===== src/rtl/uart_pkg.sv =====
// Shared constants for the UART register-port arbiter: register map,
// sequencer state encoding and the UART write polarity.
package uart_pkg;

  localparam logic [1:0] TX_DATA_ADDR  = 2'd0;
  localparam logic [1:0] RX_DATA_ADDR  = 2'd1;
  localparam logic [1:0] FREQ_DIV_ADDR = 2'd2;

  localparam logic [1:0] IDLE    = 2'd0;
  localparam logic [1:0] ISSUE   = 2'd1;
  localparam logic [1:0] RELEASE = 2'd2;
  localparam logic [1:0] DONE    = 2'd3;

  localparam logic UART_WE_WRITE = 1'b0;

  // Requesters use 1 = write; the UART uses 0 = write.
  function automatic logic to_uart_we(input logic we);
    return we ? UART_WE_WRITE : ~UART_WE_WRITE;
  endfunction

endpackage


===== src/rtl/uart_bus_arbiter_if.sv =====
// One requester channel: single-byte read/write request with a done pulse.
interface uart_bus_arbiter_if;
  logic       valid;
  logic       we;
  logic [1:0] addr;
  logic [7:0] wdata;
  logic       done;
  logic [7:0] rdata;
  logic       err;

  modport master (output valid, we, addr, wdata, input  done, rdata, err);
  modport slave  (input  valid, we, addr, wdata, output done, rdata, err);
endinterface


===== src/rtl/rr_arb2.sv =====
// Combinational two-input round-robin picker; a tie goes to the requester
// that was not granted last.
module rr_arb2 (
  input  logic valid0,
  input  logic valid1,
  input  logic last_grant,
  output logic grant,
  output logic any
);

  always_comb begin
    grant = (valid0 && valid1) ? ~last_grant : valid1;
    any   = valid0 | valid1;
  end

endmodule


===== src/rtl/uart_bus_arbiter.sv =====
// Round-robin arbiter for two requesters in front of the UART register port,
// sequencing the strobe/ack four-phase handshake with a per-edge timeout.
module uart_bus_arbiter
  import uart_pkg::*;
#(
  parameter int unsigned TIMEOUT = 255,
  parameter int unsigned CNT_W   = 8
) (
  input  logic                 clk,
  input  logic                 reset,
  uart_bus_arbiter_if.slave    req0,
  uart_bus_arbiter_if.slave    req1,
  output logic [1:0]           uart_addr,
  output logic [7:0]           uart_wdata,
  input  logic [7:0]           uart_rdata,
  output logic                 uart_we,
  output logic                 uart_stb,
  output logic                 uart_clk,
  input  logic                 uart_ack
);

  localparam logic [CNT_W-1:0] TIMEOUT_C = CNT_W'(TIMEOUT);

  logic [1:0]       state_q, state_d;
  logic             grant_q, grant_d;
  logic             last_grant_q, last_grant_d;
  logic             we_q, we_d;
  logic [CNT_W-1:0] cnt_q, cnt_d;
  logic [1:0]       uart_addr_q, uart_addr_d;
  logic [7:0]       uart_wdata_q, uart_wdata_d;
  logic             uart_we_q, uart_we_d;
  logic             uart_stb_q, uart_stb_d;
  logic             uart_clk_q, uart_clk_d;
  logic [1:0]       done_q, done_d;
  logic [1:0]       err_q, err_d;
  logic [1:0][7:0]  rdata_q, rdata_d;

  logic             arb_grant;
  logic             arb_any;
  logic [CNT_W-1:0] cnt_inc;
  logic             cnt_expired;

  rr_arb2 u_rr_arb2 (
    .valid0     (req0.valid),
    .valid1     (req1.valid),
    .last_grant (last_grant_q),
    .grant      (arb_grant),
    .any        (arb_any)
  );

  assign cnt_inc     = (cnt_q == '1) ? cnt_q : cnt_q + 1'b1;
  assign cnt_expired = (cnt_q == TIMEOUT_C);

  always_comb begin
    // NOTE: every signal takes its hold value first, so no branch can infer a latch.
    state_d      = state_q;
    grant_d      = grant_q;
    last_grant_d = last_grant_q;
    we_d         = we_q;
    cnt_d        = cnt_q;
    uart_addr_d  = uart_addr_q;
    uart_wdata_d = uart_wdata_q;
    uart_we_d    = uart_we_q;
    uart_stb_d   = uart_stb_q;
    uart_clk_d   = uart_clk_q;
    done_d       = done_q;
    err_d        = err_q;
    rdata_d      = rdata_q;

    case (state_q)
      IDLE: begin
        if (arb_any) begin
          grant_d      = arb_grant;
          we_d         = arb_grant ? req1.we    : req0.we;
          uart_addr_d  = arb_grant ? req1.addr  : req0.addr;
          uart_wdata_d = arb_grant ? req1.wdata : req0.wdata;
          uart_we_d    = to_uart_we(we_d);
          uart_stb_d   = 1'b1;
          uart_clk_d   = 1'b1;
          cnt_d        = '0;
          state_d      = ISSUE;
        end
      end

      ISSUE: begin
        if (uart_ack) begin
          if (!we_q) rdata_d[grant_q] = uart_rdata;
          uart_stb_d = 1'b0;
          uart_clk_d = 1'b0;
          cnt_d      = '0;
          state_d    = RELEASE;
        end else if (cnt_expired) begin
          err_d[grant_q]  = 1'b1;
          done_d[grant_q] = 1'b1;
          uart_stb_d      = 1'b0;
          uart_clk_d      = 1'b0;
          state_d         = DONE;
        end else begin
          cnt_d = cnt_inc;
        end
      end

      RELEASE: begin
        if (!uart_ack) begin
          done_d[grant_q] = 1'b1;
          state_d         = DONE;
        end else if (cnt_expired) begin
          err_d[grant_q]  = 1'b1;
          done_d[grant_q] = 1'b1;
          state_d         = DONE;
        end else begin
          cnt_d = cnt_inc;
        end
      end

      DONE: begin
        done_d       = '0;
        err_d        = '0;
        last_grant_d = grant_q;
        state_d      = IDLE;
      end

      default: state_d = IDLE;
    endcase
  end

  always_ff @(posedge clk or negedge reset) begin
    if (!reset) begin
      state_q      <= IDLE;
      grant_q      <= 1'b0;
      last_grant_q <= 1'b1;
      we_q         <= 1'b0;
      cnt_q        <= '0;
      uart_addr_q  <= '0;
      uart_wdata_q <= '0;
      uart_we_q    <= 1'b0;
      uart_stb_q   <= 1'b0;
      uart_clk_q   <= 1'b0;
      done_q       <= '0;
      err_q        <= '0;
      rdata_q      <= '0;
    end else begin
      // NOTE: non-blocking updates make every flop load from the same pre-edge values.
      state_q      <= state_d;
      grant_q      <= grant_d;
      last_grant_q <= last_grant_d;
      we_q         <= we_d;
      cnt_q        <= cnt_d;
      uart_addr_q  <= uart_addr_d;
      uart_wdata_q <= uart_wdata_d;
      uart_we_q    <= uart_we_d;
      uart_stb_q   <= uart_stb_d;
      uart_clk_q   <= uart_clk_d;
      done_q       <= done_d;
      err_q        <= err_d;
      rdata_q      <= rdata_d;
    end
  end

  assign uart_addr  = uart_addr_q;
  assign uart_wdata = uart_wdata_q;
  assign uart_we    = uart_we_q;
  assign uart_stb   = uart_stb_q;
  assign uart_clk   = uart_clk_q;

  assign req0.done  = done_q[0];
  assign req0.rdata = rdata_q[0];
  assign req0.err   = err_q[0];
  assign req1.done  = done_q[1];
  assign req1.rdata = rdata_q[1];
  assign req1.err   = err_q[1];

endmodule


===== src/flat_wrapper.sv =====
// flat-port wrapper written by rule: the top's interface ports become plain ports
module uart_bus_arbiter_flat import uart_pkg::*;
#(
  parameter int unsigned TIMEOUT = 255,
  parameter int unsigned CNT_W   = 8
)
  (clk, reset, uart_addr, uart_wdata, uart_rdata, uart_we, uart_stb, uart_clk, uart_ack, req0_valid, req0_we, req0_addr, req0_wdata, req0_done, req0_rdata, req0_err, req1_valid, req1_we, req1_addr, req1_wdata, req1_done, req1_rdata, req1_err);
  uart_bus_arbiter_if req0_i ();
  uart_bus_arbiter_if req1_i ();
  input  logic clk;
  input  logic reset;
  output logic [1:0] uart_addr;
  output logic [7:0] uart_wdata;
  input  logic [7:0] uart_rdata;
  output logic uart_we;
  output logic uart_stb;
  output logic uart_clk;
  input  logic uart_ack;
  input wire logic [$bits(req0_i.valid)-1:0] req0_valid;
  input wire logic [$bits(req0_i.we)-1:0] req0_we;
  input wire logic [$bits(req0_i.addr)-1:0] req0_addr;
  input wire logic [$bits(req0_i.wdata)-1:0] req0_wdata;
  output wire logic [$bits(req0_i.done)-1:0] req0_done;
  output wire logic [$bits(req0_i.rdata)-1:0] req0_rdata;
  output wire logic [$bits(req0_i.err)-1:0] req0_err;
  input wire logic [$bits(req1_i.valid)-1:0] req1_valid;
  input wire logic [$bits(req1_i.we)-1:0] req1_we;
  input wire logic [$bits(req1_i.addr)-1:0] req1_addr;
  input wire logic [$bits(req1_i.wdata)-1:0] req1_wdata;
  output wire logic [$bits(req1_i.done)-1:0] req1_done;
  output wire logic [$bits(req1_i.rdata)-1:0] req1_rdata;
  output wire logic [$bits(req1_i.err)-1:0] req1_err;
  assign req0_i.valid = req0_valid;
  assign req0_i.we = req0_we;
  assign req0_i.addr = req0_addr;
  assign req0_i.wdata = req0_wdata;
  assign req0_done = req0_i.done;
  assign req0_rdata = req0_i.rdata;
  assign req0_err = req0_i.err;
  assign req1_i.valid = req1_valid;
  assign req1_i.we = req1_we;
  assign req1_i.addr = req1_addr;
  assign req1_i.wdata = req1_wdata;
  assign req1_done = req1_i.done;
  assign req1_rdata = req1_i.rdata;
  assign req1_err = req1_i.err;
  uart_bus_arbiter #(.TIMEOUT(TIMEOUT), .CNT_W(CNT_W)) u_core (.clk(clk), .reset(reset), .req0(req0_i), .req1(req1_i), .uart_addr(uart_addr), .uart_wdata(uart_wdata), .uart_rdata(uart_rdata), .uart_we(uart_we), .uart_stb(uart_stb), .uart_clk(uart_clk), .uart_ack(uart_ack));
endmodule

===== config.mk =====
export PLATFORM = sky130hd
export DESIGN_NAME = uart_bus_arbiter_flat
export DESIGN_NICKNAME = d
export VERILOG_FILES = /design/src/rtl/uart_pkg.sv /design/src/rtl/uart_bus_arbiter_if.sv /design/src/rtl/rr_arb2.sv /design/src/rtl/uart_bus_arbiter.sv /design/src/flat_wrapper.sv
export SDC_FILE = /design/constraint.sdc
export NUM_CORES = 1
export LEC_CHECK = 0
export ABC_CLOCK_PERIOD_IN_PS = 2250
export CELL_PAD_IN_SITES_DETAIL_PLACEMENT = 0
export CELL_PAD_IN_SITES_GLOBAL_PLACEMENT = 1
export CORE_MARGIN = 5
export CORE_UTILIZATION = 35
export DETAILED_ROUTE_END_ITERATION = 8
export PLACE_DENSITY_LB_ADDON = 0.1
export RECOVER_POWER = 25
export SETUP_SLACK_MARGIN = 0.05
export SYNTH_ARGS = -nofsm -noshare
export SYNTH_HDL_FRONTEND = slang
export SYNTH_SLANG_ARGS = --single-unit

===== constraint.sdc =====
create_clock -name clk -period 2.25 [get_ports clk]
set_input_delay 0.3375 -clock clk [delete_from_list [all_inputs] [get_ports clk]]
set_output_delay 0.3375 -clock clk [all_outputs]
set_load 0.05 [all_outputs]

==> results of run 1 <==
## flip-flops by register name, indices dropped and copies added, names as in the netlist
register / count
u_core.req1.rdata: 8
u_core.we_q: 1
u_core.uart_clk: 1
u_core.uart_addr: 2
u_core.uart_we: 1
u_core.grant_q: 1
u_core.err_q: 2
u_core.done_q: 2
u_core.last_grant_q: 1
u_core.uart_wdata: 8
u_core.req0.rdata: 8
u_core.state_q: 2
u_core.cnt_q: 8
## power breakdown
| part | internal, mW | switching (mW) | total (mW) |
|---|---|---|---|
| clock | 0.333 | 0.278 | 0.611 |
| sequential | 1.14 | 0.195 | 1.33 |
| combinational | 0.919 | 1.57 | 2.49 |
| total | 2.39 | 2.04 | 4.43 |
## cells in the mapped netlist, drive strengths merged, types with 2 or more instances
cell	n	area [um2]
nand2	22	82.6
o31ai	2	15.0
clkbuf	3	11.3
inv	6	22.5
nand2b	3	18.8
or4	2	15.0
nand3	4	20.0
ha	7	87.6
buf	4	28.8
o21ai	20	100
a31oi	2	12.5
nor2b	3	18.8
mux2i	12	120
mux2	17	191
dfrtp	44	1100
a21oi	13	65.1
nor3	2	15.0
and4	2	22.5
or3	4	30.0
nor2	5	18.8
o21a	3	22.5
## logic make-up (layout without fill, tap and decap cells)
kind of cell,count (synthesis),in the layout,synth area share [%]
DFF,45,45,52.3
adders and majority gates,7,7,4.06
muxes,29,29,14.5
AOI/OAI and AO/OA,48,48,13.3
buffers and inverters,13,90,2.90
and+or+nand+nor,51,51,13.0
## layer usage
layer  wire [um]  vias to the layer above
li1            -                      849
met2        2430                       39
met3         410                        8
met1        2160                      813
met4          76                        0
met5           0                        -
## cells in the final DEF (no fill, tap or decap), types with 3 or more instances in the layout
cell,Yosys,final
nand2_1,22,22
clkdlybuf4s50_1,0,66
ha_1,7,7
clkbuf_1,3,3
clkbuf_8,0,5
nand3_1,4,4
or3_1,3,3
o21a_1,3,3
nand2b_1,3,3
mux2_2,17,17
o21ai_0,20,19
a21oi_1,13,13
nor2_1,5,5
buf_4,1,5
nor2b_1,3,3
mux2i_1,12,12
dfrtp_1,44,44
inv_1,6,6
## path summary, 6_finish.rpt
| kind | from | end |
|---|---|---|
| min in group asynchronous | reset | u_core.cnt_q[6] |
| worst max-delay path | u_core.state_q[0] | u_core.cnt_q[4] |
| worst min-delay path | u_core.uart_we | u_core.uart_we |
| max in group asynchronous | reset | u_core.uart_wdata[1] |
| worst max register to register | u_core.state_q[0] | u_core.cnt_q[4] |
| worst min register to register | u_core.uart_we | u_core.uart_we |
## layout make-up
type                            count  area, um2  area share (%)
Timing Repair Buffer               76        741            24.2
Clock buffer                        6       72.6            2.37
Multi-Input combinational cell    135        965            31.5
Tap cell                           75       93.8            3.07
Inverter                            6       22.5           0.736
Sequential cell                    45       1130            36.8
Clock inverter                      2       38.8            1.27
## worst max-delay path, cell delays in order (launching register included)
cell     delay [ps]
dfrtp_1         400
inv_1           110
ha_1            270
nor2b_1         170
or3_4           400
or4_1           480
a21oi_1         160
## timing repair
item / 4_1_cts / 5_1_grt
hold buffers: 1 / 0
hold endpoints to repair: 10 / 0
setup endpoints to repair: 0 / 0
==> impl_metrics.toml, run 1 <==
[timing]
max_freq_ghz = 0.483
finalMaxSlewViolations = 0
min_period_ps = 2070
worstMarginPinSlew_ps = 815
slew_headroom_pct = 45.6
setup_tns_ps = 0
fin_skew_ps = 1.94
hold_viol = 0
hold_slack_ps = 480
setup_slack_ps = 181
rsz0062_at_grt = "no"
finalCritPeriodShare_pct = 91.9
final-setup-viol-count = 0

[cells_and_area]
n_antenna_cell = 0
nNetsFinal = 311
area_delta_synth_final_pct = 42.0
layout-drive-gt1-share_pct = 13.7
fill_cells = 559
layout.cells.non_filler = 345
fin_area_mm2 = 0.00306
finish.utilization_pct = 51.4

[pwr]
p_leak_nw = 1.28
ir_worst_vdd_v = 0.000787
cellPowerDensity_mw_per_mm2 = 1450
p_total_mw = 4.43

[clock_network]
cts-root-buf = "clkbuf_8"
clock_latency_ps = 300
cts_buffer_depth = 2
clk_pin_slew_ps = 80
cts_max_level = 2
clock-sinks = 45
cts_buffers = 5
post-cts-setup-buffers = 0
cts_resized = 0
cts_tree = "yes"

[routing]
wl_per_cell_um = 14.7
drtPass1Iterations = 4
ant_nets = 0
drt-vias-per-instance = 4.95
drt-total-wl_um = 5070
drc = 0
vias = 1709
drt-initial-drc-count = 50

[place]
portBuffers = 67
placement.cell_area_mm2 = 0.00295
routabilityCongestion = 0.779
post-place-ws_ps = 101
placedCellCount = 336
hpwl_um = 3870

[global_routing]
grt_util_met2_pct = 22.3
grt_start_max_net_pins = 22
antenna_found_initial = 0
use_met3_pct = 5.59
grt_use_total_pct = 13.8
grt_pass1_vias = 1706
grt-busiest-layer = "met2"
grt-ovfl-total = 0
grt_pass1_wl_um = 8200
met1_usage_pct = 16.3

[logic_synthesis]
synth_edf_count = 0
syn_nets = 235
ys_seq_area_share_pct = 52.3
synth-main-ff-cell = "dfrtp_1"
yosysWarnings = 0
avgSynthCellArea_um2 = 11.2
netlist_area_mm2 = 0.00215
netlist_instances = 193
ys_types = 38
synthArstFlopShare_pct = 100
synth-seq-cells = 45

[floorplan]
die_h_um = 88.5
chipWidth_um = 88.5
die-area_mm2 = 0.00783
core-area_mm2 = 0.00596
io_pins = 68
placementRows = 28
start_util_pct = 36.2

[min_path]
hold_path_depth = 2
hp-class = "reg2reg"

[status]
outcome = "complete, no violations"

[critical_path]
start_kind = "register"
crit_arrival_ps = 2290
path_max_fanout = 12
crit_type = "reg2reg"
reg2reg_depth = 6
worstPathRequired_ps = 2470
r2r_setup_slack_ps = 180
worstSetupEndpointType = "register"

[job]
cap_violations = 0
No activity file was read; power rests on OpenSTA's default activity.
==> run 2: changes to the inputs <==
Settings changed: PLACE_DENSITY from default to 0.87, PLACE_DENSITY_LB_ADDON 0.1 to default.
==> run 2 against run 1 <==
First-iteration DRC count is 72% higher. Die area did not move. Sequential power hardly changed. Global-route usage shrank 0.32 points. Setup slack better by 22 ps. Clock skew increased by 4.0 ps. Largest cell class unchanged.
==> impl_metrics.toml, run 2 (same netlist as run 1, synthesis figures left out) <==
[status]
outcome = "complete, no violations"

[critical_path]
worstSetupEndpointType = "register"
r2r_setup_slack_ps = 200
worstPathRequired_ps = 2470
crit_chain = "inv_1 -> ha_1 -> nor3b_4 -> or3_4 -> or4_1 -> a21oi_1"
start_kind = "register"
path_max_fanout = 12
slowest_delay_ps = 480
crit_arrival_ps = 2270
crit_type = "reg2reg"
worst_path_max_delay_cell = "or4_1"

[pwr]
p_leak_nw = 1.27
cellPowerDensity_mw_per_mm2 = 1430
p_total_mw = 4.34
ir_worst_vdd_v = 0.000749

[routing]
vias = 1696
drt-initial-drc-count = 86
wl_per_cell_um = 14.2
drt-vias-per-instance = 4.93
drc = 0
ant_nets = 0
drt-total-wl_um = 4870
drtPass1Iterations = 4

[floorplan]
chipWidth_um = 88.5
io_pins = 68
die_h_um = 88.5
placementRows = 28
start_util_pct = 36.2
core-area_mm2 = 0.00596
die-area_mm2 = 0.00783

[global_routing]
grt-ovfl-total = 0
grt_start_max_net_pins = 46
grt_pass1_vias = 1703
antenna_found_initial = 0
grt_use_total_pct = 13.5
grt_pass1_wl_um = 8100

[cells_and_area]
finish.utilization_pct = 50.9
area_delta_synth_final_pct = 40.8
layout.cells.non_filler = 344
final_common_cell = "clkdlybuf4s50_1"
final_cell_mix = "clkdlybuf4s50_1 (66), dfrtp_1 (44), nand2_1 (22)"
layout-drive-gt1-share_pct = 14.9
nNetsFinal = 310
fin_area_mm2 = 0.00303
n_antenna_cell = 0

[timing]
rsz0062_at_grt = "no"
finalCritPeriodShare_pct = 91.0
fin_skew_ps = 5.92
setup_slack_ps = 203
finalMaxSlewViolations = 0
max_freq_ghz = 0.489
final-setup-viol-count = 0
worstMarginPinSlew_ps = 1110
slew_headroom_pct = 26.2
hold_viol = 0
setup_tns_ps = 0
min_period_ps = 2050
hold_slack_ps = 317

[clock_network]
cts_resized = 0
clock-sinks = 45
cts_tree = "yes"
clk_pin_slew_ps = 90
cts_max_level = 2
clock_latency_ps = 300
cts-root-buf = "clkbuf_8"
cts_buffer_depth = 2
hold_buffers = 0
post-cts-setup-buffers = 0
cts_buffers = 5

[min_path]
hp-class = "in2async"

[place]
portBuffers = 67
post-place-ws_ps = 120
hpwl_um = 3710
placement.cell_area_mm2 = 0.00294
routabilityCongestion = 0.786
placedCellCount = 335

[job]
cap_violations = 0
[run 2: worst max-delay path: cells and delay by family, from the launching register on]
family                     cells  cell delay [ps]
and+or+nand+nor                3             1080
buffers and inverters          1              100
adders and majority gates      1              210
AOI/OAI and AO/OA              1              150
DFF                            1              430
[run 2: layer usage]
| metal | global-route usage, % | vias up | part of all wire [%] |
|---|---|---|---|
| met5 | 0 | - | 0 |
| met4 | 4.81 | 0 | 1.4 |
| met3 | 4.38 | 6 | 6.7 |
| met2 | 21.5 | 48 | 48 |
| met1 | 17.1 | 797 | 44 |
| li1 | - | 845 | - |
[run 2: final cells by class]
cell class	count	area (um2)
clock buffer	5	68.8
fill	584	2920
timing repair buffer	75	736
clock inverter	3	21.3
multi-input combinational	135	965
inverter	6	22.5
sequential	45	1130
tap	75	93.8
[run 2: report_power, final]
part           leakage [nW]  switching, mW  internal, mW
registers             0.565          0.196          1.14
logic                 0.666           1.57         0.932
clock network        0.0445          0.285         0.221
[run 2: worst paths after layout]
| kind | from | end | cells after the start |
|---|---|---|---|
| max in group asynchronous | reset | u_core.err_q[1] | 2 |
| max reg2reg | u_core.state_q[1] | u_core.cnt_q[3] | 6 |
| min in group clk | u_core.uart_we | u_core.uart_we | 2 |
| min | reset | u_core.done_q[1] | 2 |
| min reg2reg | u_core.uart_we | u_core.uart_we | 2 |
| max | u_core.state_q[1] | u_core.cnt_q[3] | 6 |
==> run 3: changes to the inputs <==
Settings changed: CORE_ASPECT_RATIO from default to 1.25.
==> run 3 against run 2 <==
The run now ends with capacitance limit, slew limit left. Total power is 2.4% higher. Sequential share of layout area down 0.42 points. Critical path depth is the same. Cell count up 2.9%.
==> impl_metrics.toml, run 3 (same netlist as run 1, synthesis figures left out) <==
[floorplan]
die_h_um = 97.7
start_util_pct = 35.4
chipWidth_um = 80.2
die-area_mm2 = 0.00783
core-area_mm2 = 0.00609
placementRows = 32
io_pins = 68

[clock_network]
post-cts-setup-buffers = 0
cts_max_level = 2
clock_latency_ps = 300
cts_tree = "yes"
cts-root-buf = "clkbuf_8"
clock-sinks = 45
cts_buffer_depth = 2
clk_pin_slew_ps = 90
cts_resized = 0
cts_buffers = 5
hold_buffers = 0

[timing]
min_period_ps = 2060
worstMarginPinSlew_ps = 1990
hold_viol = 0
finalCritPeriodShare_pct = 91.7
setup_tns_ps = 0
max_freq_ghz = 0.485
final-setup-viol-count = 0
slew_headroom_pct = -32.9
rsz0062_at_grt = "no"
finalMaxSlewViolations = 38
fin_skew_ps = 6.03

[pwr]
cellPowerDensity_mw_per_mm2 = 1450
p_leak_nw = 1.28
p_int_mw = 2.39
seqPwrFrac_pct = 29.8
swShare_pct = 46.1
total_switching_power_mw = 2.05
pwr-share-clk_pct = 14.0
ir_worst_vdd_v = 0.000851
combPwrFrac_pct = 56.2

[global_routing]
grt_start_max_net_pins = 38
grt-ovfl-total = 0
use_met3_pct = 3.80
met1_usage_pct = 16.6
grt_pass1_vias = 1782
grt_pass1_wl_um = 8450
grt_util_met2_pct = 23.1
antenna_found_initial = 0
grt-busiest-layer = "met2"
grt_use_total_pct = 13.7

[cells_and_area]
layout-drive-gt1-share_pct = 14.1
fill_cells = 567
final_common_cell = "clkdlybuf4s50_1"
n_antenna_cell = 0
nNetsFinal = 310
area_delta_synth_final_pct = 42.5
fin_area_mm2 = 0.00307
final_cell_mix = "clkdlybuf4s50_1 (66), dfrtp_1 (44), nand2_1 (22)"
layout.cells.non_filler = 354

[critical_path]
start_kind = "register"
worstPathRequired_ps = 2470
crit_arrival_ps = 2290
crit_type = "reg2reg"
worstSetupEndpointType = "register"
path_max_fanout = 12

[routing]
drtPass1Iterations = 4
vias = 1712
wl_per_cell_um = 14.0
ant_nets = 0
drt-total-wl_um = 4970
drc = 0
drt-vias-per-instance = 4.84
drt-initial-drc-count = 135

[min_path]
hp-class = "reg2reg"

[status]
violations = "capacitance limit, slew limit"
outcome = "complete, but fails checks"

[place]
placement.cell_area_mm2 = 0.00296
hpwl_um = 3710
portBuffers = 67
routabilityCongestion = 0.805
placedCellCount = 346

[job]
cap_violations = 1
==> run 3: routing by layer <==
layer  wire, um  share of wire (%)  up-vias
met5          0                  0        -
met3        221                4.4        6
li1           -                  -      841
met4         71                1.4        0
met2       2530                 51       38
met1       2150                 43      827
==> run 3: path summary, 6_finish.rpt <==
| check | start | end | depth (start not counted) | slack [ps] |
|---|---|---|---|---|
| min reg2reg | u_core.uart_wdata[0] | u_core.uart_wdata[0] | 2 | 480 |
| max reg2reg | u_core.state_q[1] | u_core.cnt_q[3] | 6 | 190 |
| max in group asynchronous | reset | u_core.req0.rdata[6] | 1 | 520 |
| min | u_core.uart_wdata[0] | u_core.uart_wdata[0] | 2 | 480 |
| min in group asynchronous | reset | u_core.state_q[1] | 1 | 590 |
| max | u_core.state_q[1] | u_core.cnt_q[3] | 6 | 190 |
==> run 3: area by class of cell <==
class,count,area (um2),area share (%)
flip-flops and latches,45,1130,36.7
clock buffers,6,72.6,2.36
inverters,6,22.5,0.734
clock inverters,2,38.8,1.26
repair buffers,75,737,24.0
multi-input cells,135,965,31.4
well taps,85,106,3.47
==> run 3: per-stage QoR <==
stage               setup WS [ps]  hold WS [ps]  power, mW  utilization (%)
floorplan                     300          41.9       3.00                -
global placement              148           460       3.83             48.6
global route                 51.1           522       4.72             50.4
CTS                           176           158       4.50             50.5
detailed placement            111           470       3.86             48.6
finish                        187           479       4.44             50.4
==> run 3: power groups by stage <==
stage / registers, mW / clock network, mW / logic (mW)
detailed placement: 1.34 / 0 / 2.52
floorplan: 2.25 / 0 / 0.748
global route: 1.38 / 0.679 / 2.66
global placement: 1.33 / 0 / 2.50
finish: 1.33 / 0.622 / 2.50
CTS: 1.33 / 0.642 / 2.53
==> run 3: critical path, stage by stage, from the launching register on <==
cell and delay [ps]:
dfrtp_1 430, inv_1 110, ha_1 210, nor3b_4 170
or3_4 440, or4_1 480, a21oi_1 160
==> RTL change (flow settings as in run 2) <==
Make the reset (`reset`) synchronous in one clocked block.
--- a/src/rtl/uart_bus_arbiter.sv
+++ b/src/rtl/uart_bus_arbiter.sv
@@ -125,5 +125,5 @@
   end
 
-  always_ff @(posedge clk or negedge reset) begin
+  always_ff @(posedge clk) begin
     if (!reset) begin
       state_q      <= IDLE;
Check against the original RTL: differs if reset is asserted again (counterexample within 4 cycles, from zero or initial values and one cycle with reset low); with reset held inactive, the same outputs for 10 cycles.
==> RTL change against run 2 <==
Wire length rose by 9.5%. First-iteration DRC count is 20% lower. Final area decreased by 1.0%. Maximum frequency shrank 2.8%. Synthesized area fell by 5.3%. Setup slack got worse by 0.058 ns. Critical path depth unchanged. Via count rose by 14%. Sequential cell count unchanged. Critical endpoint is now u_core.cnt_q[4]. Final cell count increased by 11%.
Power is not compared: it rests on default switching activity, and its combinational part moved more than twofold at a synthesized area within 25%.
==> RTL change: results (changes against run 2) <==
clk_skew 0.00948 ns (+0.00356 ns); Net Count, Synth 268 (+14%); slew margin rel. 0.610 (+0.348); CP max stage delay 0.59 ns (+0.11 ns); RR Startpoint u_core.state_q[1]; DRT iter0 DRCs 69 (-20%); Synth top cells by count dfxtp_1, nand2_1, nor2_1, a21oi_1, mux2i_1; Crit Path Max Fanout 6 (-6); DR vias 1941 (+14%); FILL cells 553 (-5.3%); reg-to-reg endpoint u_core.cnt_q[4]; met3 WL 422 um (+29%); drt wl/cell 13.9 um (-1.7%); first-pass GRT wire length 8460 um (+4.4%); CP max-delay cell or4_2; Final #Nets 351 (+13%); pin count of the biggest net entering global routing 21 (-54%); Worst R2R Setup Slack 0.15 ns (-0.06 ns); #MultiIn Comb 163 (+21%); met1 WL 2320 um (+7.9%); vias in the first global route 1790 (+5.1%); HPWL Detailed 3990 um (+7.5%); met2 usage 0.226 (+0.0105); M1 GR Usage 0.172 (+0.000714); CP arrival 2.30 ns (+0.03 ns); Placer Congestion 0.857 (+9.1%); sequential share of cell area 0.300 (-0.0715); met2 wire length 2490 um (+7.1%); Synth Area in Compound Gates 0.193 (+0.0597); synthesized-area fraction occupied by adder cells 0.0368 (-0.00384); outcome finished, final reports clean; Worst Setup SP u_core.state_q[1]; largest cells by area after synthesis dfxtp_1, mux2i_1, nand2_1, a21oi_1, a211oi_1; ys flop type dfxtp_1; Non-clk bufs 86 (+15%); FFs w/ async S/R, synth 0 (-1.00); sequential area share after synthesis 0.442 (-0.0815); met3 Use GR 0.0513 (+0.00757); Layout non-clock buf frac 0.265 (+0.0221); Non-CTS inverters 9 (+3)
[RTL change: cell count changes after synthesis, moves of 3 or more]
| cell | run 2 | this run |
|---|---|---|
| a211oi_1 | 0 | 13 |
| a21oi_1 | 13 | 20 |
| a31oi_1 | 2 | 5 |
| dfrtp_1 | 44 | 0 |
| dfxtp_1 | 0 | 45 |
| mux2_2 | 17 | 0 |
| mux2i_1 | 12 | 20 |
| nand2_1 | 22 | 27 |
| nand2b_1 | 3 | 0 |
| nand3_1 | 4 | 1 |
| nor2_1 | 5 | 24 |
| nor3_1 | 1 | 5 |
| o21a_1 | 3 | 0 |
| o21ai_0 | 20 | 7 |
[RTL change: worst min-delay path: stages, from the launching register on]
cell,delay [ns]
dfxtp_1,0.32
nand2_1,0.05
a21oi_1,0.05
[RTL change: metrics by stage]
stage,worst slack [ns],cells,cell area [um2]
global placement,0.115,375,2900
CTS,0.146,383,3040
floorplan,0.178,227,2040
global route,0.0674,383,3000
finish,0.145,383,3000
detailed placement,0.0963,375,2900
